`config.mk`:
```
export PLATFORM = sky130hd
export DESIGN_NAME = packing_shift_reg
export DESIGN_NICKNAME = d
export VERILOG_FILES = /design/src/rtl/packing_shift_reg_pkg.sv /design/src/rtl/packing_shift_reg_mux.sv /design/src/rtl/packing_shift_reg.sv
export SDC_FILE = /design/constraint.sdc
export NUM_CORES = 1
export LEC_CHECK = 0
export ABC_CLOCK_PERIOD_IN_PS = 5800
export CAP_MARGIN = 30
export CORE_UTILIZATION = 62
export CTS_CLUSTER_SIZE = 14
export DETAILED_ROUTE_END_ITERATION = 12
export PLACE_DENSITY_LB_ADDON = 0.05
export SKIP_CTS_REPAIR_TIMING = 1
export SLEW_MARGIN = 20
export SYNTH_ARGS = -nofsm -noshare
export SYNTH_HDL_FRONTEND = slang
export SYNTH_HIERARCHICAL = 1
export SYNTH_SLANG_ARGS = --single-unit
export TNS_END_PERCENT = 10
```
`constraint.sdc`:
```
create_clock -name clk -period 5.8 [get_ports clk]
set_input_delay 1.45 -clock clk [delete_from_list [all_inputs] [get_ports clk]]
set_output_delay 1.45 -clock clk [all_outputs]
set_load 0.02 [all_outputs]
```
`src/rtl/packing_shift_reg_pkg.sv`:
```
// Shared definitions for the receive-side packing shift register:
// default parallelism, counter width helper and the RUN/FLUSH state encoding.
package packing_shift_reg_pkg;

    localparam int MAPPER_PARALLELISM_DEF = 8;
    localparam int CNT_W = $clog2(MAPPER_PARALLELISM_DEF) + 1;

    typedef enum logic {
        ST_RUN   = 1'b0,
        ST_FLUSH = 1'b1
    } state_e;

    // Counter width able to hold 0..2P-2 for a given parallelism.
    function automatic int cnt_w(input int p);
        return $clog2(p) + 1;
    endfunction

endpackage

```
`src/rtl/packing_shift_reg_mux.sv`:
```
// Generic N:1 single-bit mux; selects outside 0..N-1 (including wrapped
// negative offsets) yield 0.
module packing_shift_reg_mux #(
    parameter int N  = 8,
    parameter int SW = 5
) (
    input  logic [N-1:0]  data_i,
    input  logic [SW-1:0] sel_i,
    output logic          y_o
);

    // Compare-and-select so an out-of-range select falls through to 0.
    always_comb begin
        y_o = 1'b0;
        for (int k = 0; k < N; k++) begin
            if (sel_i == SW'(k)) begin
                y_o = data_i[k];
            end else begin
                y_o = y_o;
            end
        end
    end

endmodule

```
`src/rtl/packing_shift_reg.sv`:
```
// Packs 0..P-1 valid bits per cycle (LSB-first) into P-bit words for the
// output FIFO; a flush drains any residue as one zero-padded word.
module packing_shift_reg
    import packing_shift_reg_pkg::*;
#(
    parameter int MAPPER_PARALLELISM = MAPPER_PARALLELISM_DEF
) (
    input  logic                                clk,
    input  logic                                reset,
    input  logic                                in_valid,
    input  logic [MAPPER_PARALLELISM-1:0]       d,
    input  logic [$clog2(MAPPER_PARALLELISM)-1:0] c,
    output logic                                in_ready,
    input  logic                                flush,
    input  logic                                out_fifo_full,
    output logic [MAPPER_PARALLELISM-1:0]       q,
    output logic                                data_out_fifo_wr_req,
    output logic                                flush_done,
    output logic [$clog2(MAPPER_PARALLELISM):0] occupancy
);

    localparam int P  = MAPPER_PARALLELISM;
    localparam int BW = 2 * P - 1;
    localparam int CW = cnt_w(P);
    localparam int SW = CW + 1;

    state_e        state_q, state_d;
    logic [BW-1:0] buf_q, buf_d;
    logic [CW-1:0] cnt_q, cnt_d;

    logic          full_word_s;
    logic          emit_s;
    logic          accept_s;
    logic          flush_wr_s;
    logic [BW-1:0] buf_sh_s;
    logic [CW-1:0] cnt_sh_s;
    logic [P-1:0]  d_mask_s;
    logic [BW-1:0] ins_s;
    logic [SW-1:0] sel_s [BW];

    // Handshake, word drop and per-bit insertion offsets for this cycle.
    always_comb begin
        full_word_s = (cnt_q >= CW'(P));
        emit_s      = full_word_s && !out_fifo_full;
        in_ready    = (state_q == ST_RUN) && (!full_word_s || emit_s);
        accept_s    = in_valid && in_ready;
        if (emit_s) begin
            buf_sh_s = buf_q >> P;
            cnt_sh_s = cnt_q - CW'(P);
        end else begin
            buf_sh_s = buf_q;
            cnt_sh_s = cnt_q;
        end
        for (int k = 0; k < P; k++) begin
            d_mask_s[k] = d[k] & (k < int'(c));
        end
        // Negative offsets wrap to large values, which the mux maps to 0.
        for (int i = 0; i < BW; i++) begin
            sel_s[i] = SW'(i) - SW'(cnt_sh_s);
        end
    end

    for (genvar gi = 0; gi < BW; gi++) begin : g_ins
        packing_shift_reg_mux #(
            .N  (P),
            .SW (SW)
        ) u_mux (
            .data_i (d_mask_s),
            .sel_i  (sel_s[gi]),
            .y_o    (ins_s[gi])
        );
    end

    // Next-state: append accepted bits, handle flush drain and completion.
    always_comb begin
        state_d    = state_q;
        buf_d      = buf_sh_s | (accept_s ? ins_s : {BW{1'b0}});
        cnt_d      = cnt_sh_s + (accept_s ? CW'(c) : {CW{1'b0}});
        flush_wr_s = 1'b0;
        flush_done = 1'b0;
        case (state_q)
            ST_RUN: begin
                if (flush) begin
                    state_d = ST_FLUSH;
                end else begin
                    state_d = ST_RUN;
                end
            end
            ST_FLUSH: begin
                if (full_word_s) begin
                    state_d = ST_FLUSH;
                end else if (cnt_q == {CW{1'b0}}) begin
                    flush_done = 1'b1;
                    state_d    = ST_RUN;
                end else if (!out_fifo_full) begin
                    flush_wr_s = 1'b1;
                    flush_done = 1'b1;
                    buf_d      = {BW{1'b0}};
                    cnt_d      = {CW{1'b0}};
                    state_d    = ST_RUN;
                end else begin
                    state_d = ST_FLUSH;
                end
            end
            default: begin
                state_d = ST_RUN;
            end
        endcase
        data_out_fifo_wr_req = emit_s || flush_wr_s;
        q                    = buf_q[P-1:0];
        occupancy            = cnt_q;
    end

    // State, buffer and count registers.
    always_ff @(posedge clk or negedge reset) begin
        if (!reset) begin
            state_q <= ST_RUN;
            buf_q   <= {BW{1'b0}};
            cnt_q   <= {CW{1'b0}};
        end else begin
            state_q <= state_d;
            buf_q   <= buf_d;
            cnt_q   <= cnt_d;
        end
    end

endmodule

```
# After elaboration in Yosys (flattened, before gate mapping)
# Index checks and enable logic that the tools add are counted.
dict set report classes {
  n_addsub 17
  magnitude_cmp 8
  n_eq_ne 105
  n_mux 144
  bitwise_logic 9
  n_reduce_logical 23
}
# operator n
set ops {}
lappend ops {{5-bit by 3-bit == test with 1-bit output, second input constant} 60}
lappend ops {{5-bit by 2-bit == test with 1-bit output, second input constant} 30}
lappend ops {{1-bit 2-to-1 mux} 131}
lappend ops {{15-bit 2-to-1 mux} 6}
lappend ops {{5-bit by 1-bit == test with 1-bit output, second input constant} 15}
lappend ops {{5-bit zero test} 15}
lappend ops {{4-bit by 4-bit subtractor with 5-bit output, first input constant} 7}
lappend ops {{4-bit 2-to-1 mux} 5}
lappend ops {{3-bit by 4-bit subtractor with 5-bit output, first input constant} 4}
lappend ops {{15-bit bitwise OR} 1}
lappend ops {{1-bit by 4-bit subtractor with 5-bit output, first input constant} 2}
lappend ops {{2-bit by 4-bit subtractor with 5-bit output, first input constant} 2}
lappend ops {{3-bit < comparator, first input constant} 3}
lappend ops {{1-bit bitwise AND} 7}
lappend ops {{1-bit by 3-bit < comparator with 1-bit output, first input constant} 2}
lappend ops {{2-bit by 3-bit < comparator with 1-bit output, first input constant} 2}
lappend ops {{4-bit by 3-bit adder with 4-bit output} 1}
lappend ops {{4-bit greater-or-equal comparator, second input constant} 1}
lappend ops {{4-bit zero test} 1}
lappend ops {{4-bit subtractor, second input constant} 1}
lappend ops {{1-bit logical AND} 3}
lappend ops {{3-bit 2-to-1 mux} 1}
lappend ops {{1-bit zero test} 2}
lappend ops {{1-bit logical OR} 2}
lappend ops {{2 further kinds} 2}
dict set report word_totals {
  regBits 20
  in_bits 16
}

# Depth between registers and ports, before layout
# Gate-level depths: netlist of the first run.
dict set report logic_depth {
  ltp_word 19
  depth_mapped 11
  depth_no_buf 10
}

# Hierarchy
# Netlist of the first run, hierarchy kept.
# module n_inst cells_each area_each_um2
set by_module_without_submodules {}
lappend by_module_without_submodules {packing_shift_reg 1 166 1462.7}
lappend by_module_without_submodules {packing_shift_reg_mux 15 8 75.1}

# Worst setup path before layout of the first run
# Ideal clock, no wire load.
dict set report synth_path {
  path_kind {reg-to-output}
  from {register cnt_q[1], in the netlist occupancy[1]}
  to {output port data_out_fifo_wr_req}
  arrival_ps 2165
  required_time_ps 4350
  slack_ps 2185
  stages_incl_launch_ff 8
  path_buffers 1
  cell_sequence {dfrtp_1 > inv_1 > ha_1 > nand2b_1 > a21oi_1 > or2_1 > buf_2 > inv_1}
}
dict set report synth_between {
  elab_chain_cells 5
}
# item line
set synth_rtl {}
lappend synth_rtl {{start, declared} packing_shift_reg.sv:29} ;# logic [CW-1:0] cnt_q, cnt_d;
lappend synth_rtl {{start signal, assigned} packing_shift_reg.sv:119} ;# cnt_q <= {CW{1'b0}};
lappend synth_rtl {{start signal, assigned} packing_shift_reg.sv:123} ;# cnt_q <= cnt_d;
lappend synth_rtl {{branches (longest 4 deep; another with 4-bit greater-or-equal comparator)} n/a}
lappend synth_rtl {{1-bit logical OR *} packing_shift_reg.sv:109} ;# data_out_fifo_wr_req = emit_s || flush_wr_s;
lappend synth_rtl {{end, declared} packing_shift_reg.sv:17} ;# output logic data_out_fifo_wr_req,
# Mark *: on every way between the ends.

# Worst setup path after layout of the first run
dict set report layout_path {
  from {input port out_fifo_full}
  to {output port data_out_fifo_wr_req}
}
dict set report layout_between {
  elab_chain_cells 5
}
# item line
set layout_rtl {}
lappend layout_rtl {{start, declared} packing_shift_reg.sv:15} ;# input logic out_fifo_full,
lappend layout_rtl {{1-bit 2-to-1 mux} packing_shift_reg.sv:95} ;# end else if (!out_fifo_full) begin
lappend layout_rtl {{1-bit 2-to-1 mux} packing_shift_reg.sv:92} ;# end else if (cnt_q == {CW{1'b0}}) begin
lappend layout_rtl {{1-bit 2-to-1 mux} packing_shift_reg.sv:90} ;# if (full_word_s) begin
lappend layout_rtl {{1-bit 2-to-1 mux} packing_shift_reg.sv:81} ;# case (state_q)
lappend layout_rtl {{1-bit logical OR *} packing_shift_reg.sv:109}
# Mark *: on every way between the ends. The rest lies on a longest branch, timed or not.

==> results of run 1 <==
==> final cells by class <==
class                   count  area share (%)
multi-input cells         228            63.3
flip-flops and latches     20            16.8
well taps                  50            2.10
repair buffers             34            11.3
inverters                  37            4.66
clock buffers               4            1.85
==> cell usage in the layout (no fill, tap or decap), types with 3 or more instances in the layout <==
cell type        instances
xor2_1                   3
nand2b_1                 3
dfrtp_1                 20
a31oi_1                  7
mux4_1                  15
a21oi_1                 11
and3_1                   3
xnor2_1                  6
buf_4                    4
mux2_2                  15
clkbuf_8                 4
mux2i_1                 15
nor2b_1                  4
a22o_1                   8
a21boi_0                 3
nor2_1                  34
o31ai_1                 15
a21o_1                   3
nand2_1                 25
inv_1                   37
clkdlybuf4s50_1         29
ha_1                    15
conb_1                  15
a311oi_1                15
==> worst paths after layout <==
kind,start,end,slack [ps],depth (start not counted)
setup / recovery,out_fifo_full,data_out_fifo_wr_req,1270,4
hold / removal,buf_q[9]$_DFF_PN0_,buf_q[9]$_DFF_PN0_,500,1
setup reg to reg,occupancy[0]$_DFF_PN0_,buf_q[14]$_DFF_PN0_,2480,8
hold reg to reg,buf_q[9]$_DFF_PN0_,buf_q[9]$_DFF_PN0_,500,1
max in group asynchronous,reset,buf_q[4]$_DFF_PN0_,4010,2
min in group asynchronous,reset,buf_q[5]$_DFF_PN0_,1410,1
==> cells by family (layout without fill, tap and decap cells) <==
family / Yosys count / after routing
flip-flops: 20 / 20
buffers and inverters: 52 / 75
XOR/XNOR: 9 / 9
AO/OA/AOI/OAI: 67 / 67
other: 1 / 15
adder cells (fa/ha/maj): 16 / 16
multiplexers: 45 / 45
AND/OR/NAND/NOR: 76 / 76
==> metrics by stage <==
step           std cells  worst slack, ps  utilization (%)  hold slack (ps)
2_1_floorplan        300             2180                -              466
3_3_place_gp         368             1280             72.7              482
3_5_place_dp         368             1270             72.7              482
4_1_cts              372             1270             74.1              506
5_1_grt              373             1210             74.5              512
6_report             373             1270             74.5              504
==> routing by layer <==
layer	GRT usage, %	wire length (um)	vias up
met5	0	0	-
met4	8.51	53	0
met3	2.23	305	6
met2	47.2	3010	50
met1	39.9	2680	1093
li1	-	-	1104
==> state kept, by name, summed over array words and instances (netlist names) <==
signal	cells
buf_q	15
occupancy	4
state_q	1
==> worst reg2reg max path, stage by stage, from the launching register on <==
cell and delay [ps]:
dfrtp_1 340, buf_4 250, inv_1 300, ha_1 770, inv_1 420, mux4_1 450
nor2_1 40, a311oi_1 440, a22o_1 240
==> report_power, final <==
part           switching (W)  internal [W]  total, W
Sequential         0.0000500      0.000195  0.000245
Clock              0.0000456     0.0000604  0.000106
Combinational       0.000619      0.000523   0.00114
==> summary.md, run 1 <==
| Metric | Value |
|---|---|
| Status | `complete, no violations` |
| Slew headroom | `37.4%` |
| Final slew viol count | `0` |
| Post-synth top flop | `dfrtp_1` |
| Hold Fails Final Rpt | `0` |
| Routed WL | `6050 um` |
| Cell Area, Placed | `a little under 3000 sq um` |
| XOR/XNOR share of the synthesized area | `around 3.0%` |
| Count of input and output buffers | `29` |
| Max Cap Viol | `0` |
| HP Class | `reg2reg` |
| Starting DRT DRC Count | `176` |
| Worst Max-Slew Pin Slew | `about 940 ps` |
| Number of fill cells | `303` |
| Ys Warns | `6` |
| Clock latency on the worst-skew pair | `~250 ps` |
| Overflow left after global routing | `0` |
| Final setup fails | `0` |
| Post-synth top cells | `inv_1, nor2_1, nand2_1` |
| Top cells by area, synth | `dfrtp_1, mux4_1, ha_1, mux2_2, mux2i_1` |
| Tmin final | `around 4500 ps` |
| Clock Path Buffers | `2` |
| Die height | `66.6 um` |
| Post-Route Skew | `roughly 1.8 ps` |
| H-tree depth reported by CTS | `1` |
| Core Box Area | `roughly 4000 sq um` |
| Final Instance Area | `a little under 3000 sq um` |
| Max Fclk | `0.221 GHz` |
| CP Max Fanout | `9` |
| # rows | `23` |
| Power per Cell Area | `501 nW/um^2` |
| Post-synthesis mux area share | `27.5%` |
| Critical path's largest stage delay | `600 ps` |
| Post-route antenna net violation count | `0` |
| Root Driver | `clkbuf_8` |
| Worst vdd ir | `about 260 uV` |
| Dominant cell type by area after synthesis | `dfrtp_1` |
| Worst path top cell family by delay | `buffers and inverters` |
| Gpl congestion | `0.870` |
| # clock sinks | `20` |
| Most frequent cell on the critical path | `clkdlybuf4s50_1` |
| Initial Util | `between 60% and 70%` |
| CP Launch Type | `input pin` |
| Synth Instances | `286` |
| Storage element area | `500 sq um` |
| Avg Inst Size Synth | `9.05 sq um` |
| Synth Area in Adders | `8.02%` |
| Compound-Gate Fraction of Synth Area | `19.2%` |
| Part of the Yosys area used for sequential elements | `19.3%` |
| Antenna violations before repair | `0` |
| Iteration count of the initial detailed-routing pass | `4` |
| Slowest-stage cell, CP | `clkdlybuf4s50_1` |
| Setup_tns | `0 ps` |
| Top-count cell post-synth | `inv_1` |
| CP Cell Sequence | `clkdlybuf4s50_1 > or2_1 > inv_1 > clkdlybuf4s50_1` |
| IO Pins | `31` |
| CP Class | `in2out` |
| Largest family of logic cells by synthesized area | `multiplexers` |
| Drt drc | `0` |
| CP endpoint kind | `output pin` |
| Worst path arrival time | `3080 ps` |
| Post-detail-place hpwl | `roughly 4300 um` |
| CTS tree | `done` |
| Area taken by multi-input logic gates | `1890 sq um` |
| Total power | `0.00149 W` |
| Final period util | `78.1%` |
| Die ar. | `4440 sq um` |
| Asr flop ratio synth | `100%` |
| Nets@finish | `between 300 and 400` |
| Pleak | `around 1.4 nW` |
| DR vias/cell | `6.04` |
| RSZ-0062 raised after global routing | `no` |
| DIE WIDTH | `around 67 um` |
| Overall routing resource usage | `28.7%` |
| Via count | `about 2.3k` |
| First-pass GRT wire length | `9670 um` |
| Per-cell routed wire length | `16.2 um` |
| Worst path bufs/invs | `3` |
| Netlist cell types | `37` |
| TritonCTS buffer count | `3` |
| WP data required | `between 4000 and 5000 ps` |
| Largest net degree at the start of global routing | `23` |
| Worst-path clk slew | `about 70 ps` |
| Area share of the largest cell type after synthesis | `19.3%` |
| Vias in the first global route | `1,972` |
| Area Growth Syn to Fin | `15.1%` |
| Netlist Area Pre-Place | `around 2600 sq um` |
| Synth Area in Simple Gates | `about an eighth` |
| Number of synthesized flops with an enable pin | `0` |
| Share of layout cells above drive strength 1 | `8.36%` |
| Diode count | `0` |
| Post-synthesis register bit count | `20` |
Note: power is estimated with default switching activity, not from simulation.
==> run 2, diff against run 1 <==
Settings changed: ABC_CLOCK_PERIOD_IN_PS 5800 to 4200, CORE_UTILIZATION 62 to 57.
Clock period 5.8 ns to 4.2 ns, I/O delays scaled along.
==> run 2 against run 1 <==
  * Sequential power increased by 29%
  * Core utilization is 5.5 points lower
  * Setup slack worse by 720 ps
  * Combinational power rose by 40%
  * First-iteration DRC count fell by 53%
  * Die area up 8.5%
  * Clock power increased by 35%
  * Design area grew 0.84%
  * Global-route usage is 3.5 points lower
  * Worst hold slack lost 0.57 ps
  * Clock skew rose by 0.84 ps
  * Sequential share of layout area is 0.14 points lower
  * Critical path type unchanged
  * Highest routed layer unchanged
==> summary.md, run 2 (same netlist as run 1, synthesis figures left out) <==
| Metric | Value |
|---|---|
| Status | `complete, no violations` |
| Post-detail-place hpwl | `between 4000 and 5000 um` |
| Max FFs per register | `15` |
| IO Pins | `31` |
| Worst Max-Slew Pin Slew | `around 590 ps` |
| CP Class | `in2out` |
| DR vias/cell | `5.82` |
| Gpl congestion | `0.876` |
| Setup_tns | `0 ps` |
| Die ar. | `4810 sq um` |
| Max Cap Viol | `0` |
| DIE WIDTH | `69.4 um` |
| Clock latency on the worst-skew pair | `around 250 ps` |
| Hold Fails Final Rpt | `0` |
| Vias in the first global route | `2,040` |
| First-pass GRT wire length | `9800 um` |
| # rows | `24` |
| Commonest non-fill, non-tap cell in the layout | `inv_1` |
| Final slew viol count | `0` |
| CTS tree | `done` |
| Seq pwr share | `15.4%` |
| Power per Cell Area | `687 nW/um^2` |
| Core Box Area | `4350 sq um` |
| Tmin final | `3650 ps` |
| CP Launch Type | `input pin` |
| Overflow left after global routing | `0` |
| Antenna violations before repair | `0` |
| Overall routing resource usage | `25.2%` |
| Post-route antenna net violation count | `0` |
| Drt drc | `0` |
| Die height | `69.4 um` |
| Slew headroom | `60.8%` |
| Pleak | `about 1.5 nW` |
| Largest net degree at the start of global routing | `22` |
| Diode count | `0` |
| Hold Worst Slack | `between 500 and 600 ps` |
| Iteration count of the initial detailed-routing pass | `4` |
| FF-to-FF Start | `occupancy[0]$_DFF_PN0_` |
| P_sw | `0.000976 W` |
| Initial Util | `around three fifths` |
| Worst vdd ir | `444 uV` |
| Top reg by flops | `buf_q` |
| Hold_sp | `buf_q[8]$_DFF_PN0_` |
| Worst-path clk slew | `70 ps` |
| Share of layout cells above drive strength 1 | `9.20%` |
| Per-cell routed wire length | `15.6 um` |
| RSZ-0062 raised after global routing | `no` |
| Most frequent cells in the layout | `inv_1, nor2_1, clkdlybuf4s50_1` |
| Net Sw Frac | `47.3%` |
| Routed WL | `5890 um` |
| Number of fill cells | `360` |
| Clock Path Buffers | `2` |
| Starting DRT DRC Count | `83` |
| Area Growth Syn to Fin | `16.0%` |
| Final period util | `86.8%` |
| HP Class | `reg2reg` |
| Via count | `2,200` |
| TritonCTS buffer count | `3` |
| Cell Area, Placed | `just under 3000 sq um` |
| Worst path arrival time | `2600 ps` |
| Pint | `0.00109 W` |
| Post-Route Skew | `2.69 ps` |
| CP endpoint kind | `output pin` |
| Final setup fails | `0` |
| Crit path from | `out_fifo_full` |
| Root Driver | `clkbuf_8` |
| WP data required | `around 3200 ps` |
| Count of input and output buffers | `29` |
| # clock sinks | `20` |
| CP Max Fanout | `7` |
| Clock power frac | `6.9%` |
| Combinational fraction of design power | `between 70 and 80%` |
| Nets@finish | `359` |
| H-tree depth reported by CTS | `1` |
| Max Fclk | `0.274 GHz` |
| Final Instance Area | `3000 sq um` |
## run 2: path summary, 6_finish.rpt
check	to	slack, ps	cells after the start
worst max-delay path	data_out_fifo_wr_req	550	4
worst min-delay path	buf_q[8]$_DFF_PN0_	500	1
worst max register to register	buf_q[14]$_DFF_PN0_	1190	7
worst min register to register	buf_q[8]$_DFF_PN0_	500	1
max in group asynchronous	buf_q[3]$_DFF_PN0_	2820	2
min in group asynchronous	buf_q[5]$_DFF_PN0_	1010	1
## run 2: layer usage
| metal | routed length, um | share of wire [%] | up-vias | global-route usage (%) |
|---|---|---|---|---|
| met3 | 182 | 3.1 | 6 | 1.60 |
| li1 | - | - | 1112 | - |
| met1 | 2770 | 47 | 1041 | 35.2 |
| met5 | 0 | 0 | - | 0 |
| met2 | 2850 | 48 | 41 | 42.5 |
| met4 | 87 | 1.5 | 0 | 6.35 |
## run 2: worst max-delay path, stage by stage
cell and delay (ps):
clkdlybuf4s50_1 540, or2_1 350, inv_1 70, clkdlybuf4s50_1 590
## run 2: final cells by class
cell class	count	area, sq um	share of cell area (%)
Tap cell	52	65.1	2.17
Multi-Input combinational cell	228	1890	62.8
Clock buffer	4	55.1	1.83
Timing Repair Buffer	37	358	11.9
Inverter	37	139	4.62
Sequential cell	20	500	16.7
## run 2: power groups by stage
stage | Combinational (W) | Clock, W | Sequential (W)
after CTS | 0.00160 | 0.000145 | 0.000317
after global placement | 0.00158 | 0 | 0.000317
after detailed placement | 0.00160 | 0 | 0.000319
final | 0.00160 | 0.000143 | 0.000317
after global routing | 0.00177 | 0.000151 | 0.000328
after floorplan | 0.00121 | 0 | 0.000363
## run 2: through the flow
stage	cells	power, W	setup slack (ps)	util, %
4_1_cts	377	0.00206	553	68.6
6_report	378	0.00206	553	69.0
3_5_place_dp	373	0.00191	566	67.4
2_1_floorplan	300	0.00157	985	-
3_3_place_gp	373	0.00189	578	67.4
5_1_grt	378	0.00224	524	69.0
